File: config.mk
export PLATFORM = sky130hd
export DESIGN_NAME = mc_main_fsm
export DESIGN_NICKNAME = d
export VERILOG_FILES = /design/src/rtl/mc_main_fsm.sv
export SDC_FILE = /design/constraint.sdc
export NUM_CORES = 1
export LEC_CHECK = 0
export BUFFER_PORTS_ARGS = -buffer_cell sky130_fd_sc_hd__buf_2
export CAP_MARGIN = 20
export CORE_AREA = 5 5 42 44
export CTS_CLUSTER_DIAMETER = 50
export CTS_CLUSTER_SIZE = 28
export DETAILED_ROUTE_END_ITERATION = 10
export DIE_AREA = 0 0 47 49
export MAX_ROUTING_LAYER = met4
export SLEW_MARGIN = 20
export SYNTH_ARGS = -nofsm -noshare
export SYNTH_HDL_FRONTEND = slang
export SYNTH_SLANG_ARGS = --single-unit
File: constraint.sdc
create_clock -name clk -period 2.97 [get_ports clk]
set_input_delay 0.4455 -clock clk [delete_from_list [all_inputs] [get_ports clk]]
set_output_delay 0.4455 -clock clk [all_outputs]
set_load 0.02 [all_outputs]
File: src/rtl/mc_main_fsm.sv
// Main control FSM of the multicycle ARM core: Moore-decoded datapath controls per step.
// Optional MC_MEM_WAIT_EN: FETCH/MEMRD/MEMWR stall until MemReady=1.
module mc_main_fsm #(
    parameter int STATE_W = 4
) (
    input  logic               clk,
    input  logic               reset,
    input  logic [1:0]         Op,
    input  logic [5:0]         Funct,
    input  logic               MemReady,
    output logic               IRWrite,
    output logic               NextPC,
    output logic               AdrSrc,
    output logic               ALUSrcA,
    output logic [1:0]         ALUSrcB,
    output logic [1:0]         ResultSrc,
    output logic               ALUOp,
    output logic               RegW,
    output logic               MemW,
    output logic               Branch,
    output logic [STATE_W-1:0] State
);

    localparam logic [STATE_W-1:0] S_FETCH    = STATE_W'(4'd0);
    localparam logic [STATE_W-1:0] S_DECODE   = STATE_W'(4'd1);
    localparam logic [STATE_W-1:0] S_MEMADR   = STATE_W'(4'd2);
    localparam logic [STATE_W-1:0] S_MEMRD    = STATE_W'(4'd3);
    localparam logic [STATE_W-1:0] S_MEMWB    = STATE_W'(4'd4);
    localparam logic [STATE_W-1:0] S_MEMWR    = STATE_W'(4'd5);
    localparam logic [STATE_W-1:0] S_EXECUTER = STATE_W'(4'd6);
    localparam logic [STATE_W-1:0] S_EXECUTEI = STATE_W'(4'd7);
    localparam logic [STATE_W-1:0] S_ALUWB    = STATE_W'(4'd8);
    localparam logic [STATE_W-1:0] S_BRANCH   = STATE_W'(4'd9);
    localparam logic [STATE_W-1:0] S_UNKNOWN  = STATE_W'(4'd10);

    logic [STATE_W-1:0] state_r;
    logic [STATE_W-1:0] next_state_s;
    logic               mem_go_s;

`ifdef MC_MEM_WAIT_EN
    assign mem_go_s = MemReady;
`else
    logic mem_ready_unused_s;
    assign mem_ready_unused_s = MemReady;
    assign mem_go_s           = 1'b1;
`endif

    assign State = state_r;

    // State register; reset aborts any instruction in flight
    always_ff @(posedge clk or posedge reset) begin
        if (reset) begin
            state_r <= S_FETCH;
        end else begin
            state_r <= next_state_s;
        end
    end

    // Next-state sequencing from Op/Funct (IR is stable after FETCH)
    always_comb begin
        next_state_s = S_FETCH;
        case (state_r)
            S_FETCH:    next_state_s = mem_go_s ? S_DECODE : S_FETCH;
            S_DECODE: begin
                case (Op)
                    2'b00:   next_state_s = Funct[5] ? S_EXECUTEI : S_EXECUTER;
                    2'b01:   next_state_s = S_MEMADR;
                    2'b10:   next_state_s = S_BRANCH;
                    default: next_state_s = S_UNKNOWN;
                endcase
            end
            S_MEMADR:   next_state_s = Funct[0] ? S_MEMRD : S_MEMWR;
            S_MEMRD:    next_state_s = mem_go_s ? S_MEMWB : S_MEMRD;
            S_MEMWB:    next_state_s = S_FETCH;
            S_MEMWR:    next_state_s = mem_go_s ? S_FETCH : S_MEMWR;
            S_EXECUTER: next_state_s = S_ALUWB;
            S_EXECUTEI: next_state_s = S_ALUWB;
            S_ALUWB:    next_state_s = S_FETCH;
            S_BRANCH:   next_state_s = S_FETCH;
            S_UNKNOWN:  next_state_s = S_FETCH;
            default:    next_state_s = S_FETCH;
        endcase
    end

    // Moore output decode; illegal codes drive everything low
    always_comb begin
        IRWrite   = 1'b0;
        NextPC    = 1'b0;
        AdrSrc    = 1'b0;
        ALUSrcA   = 1'b0;
        ALUSrcB   = 2'b00;
        ResultSrc = 2'b00;
        ALUOp     = 1'b0;
        RegW      = 1'b0;
        MemW      = 1'b0;
        Branch    = 1'b0;
        case (state_r)
            S_FETCH: begin
                IRWrite   = mem_go_s;
                NextPC    = mem_go_s;
                ALUSrcA   = 1'b1;
                ALUSrcB   = 2'b10;
                ResultSrc = 2'b10;
            end
            S_DECODE: begin
                ALUSrcA   = 1'b1;
                ALUSrcB   = 2'b10;
                ResultSrc = 2'b10;
            end
            S_MEMADR: begin
                ALUSrcB = 2'b01;
            end
            S_MEMRD: begin
                AdrSrc = 1'b1;
            end
            S_MEMWB: begin
                ResultSrc = 2'b01;
                RegW      = 1'b1;
            end
            S_MEMWR: begin
                AdrSrc = 1'b1;
                MemW   = 1'b1;
            end
            S_EXECUTER: begin
                ALUOp = 1'b1;
            end
            S_EXECUTEI: begin
                ALUSrcB = 2'b01;
                ALUOp   = 1'b1;
            end
            S_ALUWB: begin
                RegW = 1'b1;
            end
            S_BRANCH: begin
                ALUSrcB   = 2'b01;
                ResultSrc = 2'b10;
                Branch    = 1'b1;
            end
            S_UNKNOWN: begin
                IRWrite = 1'b0;
            end
            default: begin
                IRWrite = 1'b0;
            end
        endcase
    end

endmodule
==> metrics.yaml <==
status: "finished, final reports clean"
min_period_ns: 1.923
worstSetupStartpointType: "register"
worst_hold_slack_ns: 0.08602
postCtsSetupBuffers: 0
ir_worst_vdd_mv: 0.4373
syn_nets: 52
syn_inst: 41
ioPinCount: 27
grt.total_usage_pct: 9.045
power_density_nw_per_um2: 1496
final.setup.tns_ns: 0
cts_resized: 0
ctsHoldBuffers: 0
clockBufferDepth: 2
area_growth_pct: 31.18
cp_max_fo: 13
drc: 0
critPathRequiredTime_ns: 2.52
p_leak_nw: 0.2407
crit_type: "register to output port"
n_antenna_cell: 0
tightest_slew_ns: 0.5104
hold_viol: 0
slew_violations: 0
ys_seq_area_share_pct: 28.67
initial_core_util_pct: 24.91
worstSetupEndpointType: "output port"
fp-row-count: 14
synth_seq_cells: 4
fp.dieArea_um2: 2303
ys_warn_count: 0
drt-initial-drc-count: 7
final_layout_size_suffix_gt1_share_pct: 48.33
vias: 331
worstPathArrival_ns: 1.48
wl_per_cell_um: 11.39
avgViaCountPerCell: 4.355
cts-root-buf: "clkbuf_4"
syn_avg_cell_area_um2: 8.514
grt_pass1_wl_mm: 1.504
gp_congestion: 0.7133
largest_register_ffs: 4
max_cap_violations: 0
ant_nets: 0
ys_types: 24
die_w_um: 47
fmax_ghz: 0.5200
io_buffers: 21
coreArea_um2: 1401
syn_area_um2: 349.1
insertion_delay_ns: 0.23
hp-class: "input pin to async pin"
drtPass1Iterations: 2
slew_headroom_pct: 65.98
final_common_cell: "buf_2"
dp_hpwl_um: 644
antenna_found_initial: 0
gr-total-overflow: 0
grt_pass1_vias: 316
cts_sinks: 4
htree_num_levels: 1
numCtsBuffers: 3
rsz0062_at_grt: "false"
fin_crit_sh_pct: 64.76
skew_ns: 0.002370
drt_wl_total_um: 866
clkSlewWorstSetupHoldPaths_ns: 0.04
cts_tree: "built"
finalSetupViolCount: 0
die_y_um: 49
nNetsFinal: 73
mostFrequentLayoutCells: "buf_2 (21), dfrtp_1 (4), nor3_1 (4), nor2_1 (4)"
grt_max_degree: 15
-- metrics by stage --
stage,cells,cell area [µm²],power [mW],util (%),worst slack (ns)
global placement,73,435.4,0.6178,31.07,1.276
detailed placement,73,435.4,0.6251,31.07,1.302
global route,76,457.9,0.7454,32.68,0.9279
CTS,76,457.9,0.6954,32.68,1.044
finish,76,457.9,0.6849,32.68,1.047
floorplan,41,349.1,0.5217,-,0.7927
-- power breakdown --
group	internal [mW]	switching, mW	total, mW	leakage, nW
combinational	0.176	0.264	0.440	0.175
sequential	0.0791	0.0988	0.178	0.0514
clock	0.0452	0.0221	0.0673	0.0138
-- path summary, 6_finish.rpt --
check,startpoint,to,slack [ns],cells after the start
setup / recovery,State[2],ALUSrcB[0],1.05,4
hold / removal,reset,State[3],0.09,2
setup reg to reg,State[1],State[1],1.71,3
hold reg to reg,State[0],State[0],0.71,1
max in group asynchronous,reset,State[2],2.73,2
min in group clk,Op[0],State[0],0.53,4
-- critical path, stage by stage, from the launching register on --
cell	delay, ns
dfrtp_1	0.55
nor3b_2	0.30
nand2_1	0.11
o31ai_1	0.09
buf_2	0.20
-- kinds of logic after synthesis --
group	Yosys count	synth area share (%)
AO/OA/AOI/OAI	7	15.77
XOR/XNOR	3	7.528
buffers and inverters	8	14.33
flip-flops	4	28.67
AND/OR/NAND/NOR	19	33.69
-- cell usage after synthesis, drive strengths merged --
library cell / number / area [µm²]
a211oi: 2 / 20.02
dfrtp: 4 / 100.1
nor3: 5 / 30.03
a21o: 1 / 7.510
o21ai: 1 / 5.000
xor2: 1 / 8.760
nand2: 1 / 3.750
or2: 1 / 6.260
o31ai: 1 / 7.510
nand3: 1 / 5.000
xnor2: 2 / 17.52
nand2b: 3 / 18.77
a22oi: 2 / 15.01
nor3b: 3 / 32.53
nor2: 4 / 15.01
nor4: 1 / 6.260
inv: 3 / 11.26
buf: 5 / 38.78
-- final cells by class --
| cell class | count | area [µm²] |
|---|---|---|
| inverter | 3 | 11.26 |
| multi-input combinational | 29 | 198.9 |
| clock buffer | 3 | 22.52 |
| timing repair buffer | 21 | 105.1 |
| fill | 162 | 943.4 |
| tap | 16 | 20.02 |
| sequential | 4 | 100.1 |
-- layer usage --
metal  part of all wire, %  vias to the layer above  routed length [µm]  global-route usage [%]
li1                      -                      179                   -                       -
met1                    46                      143                 402                   12.17
met2                    45                        9                 389                   12.22
met3                   8.5                        0                  74                   4.797
met4                     0                        0                   0                   1.382
met5                     0                        -                   0                       -
Power figures use the tool's default switching activity.
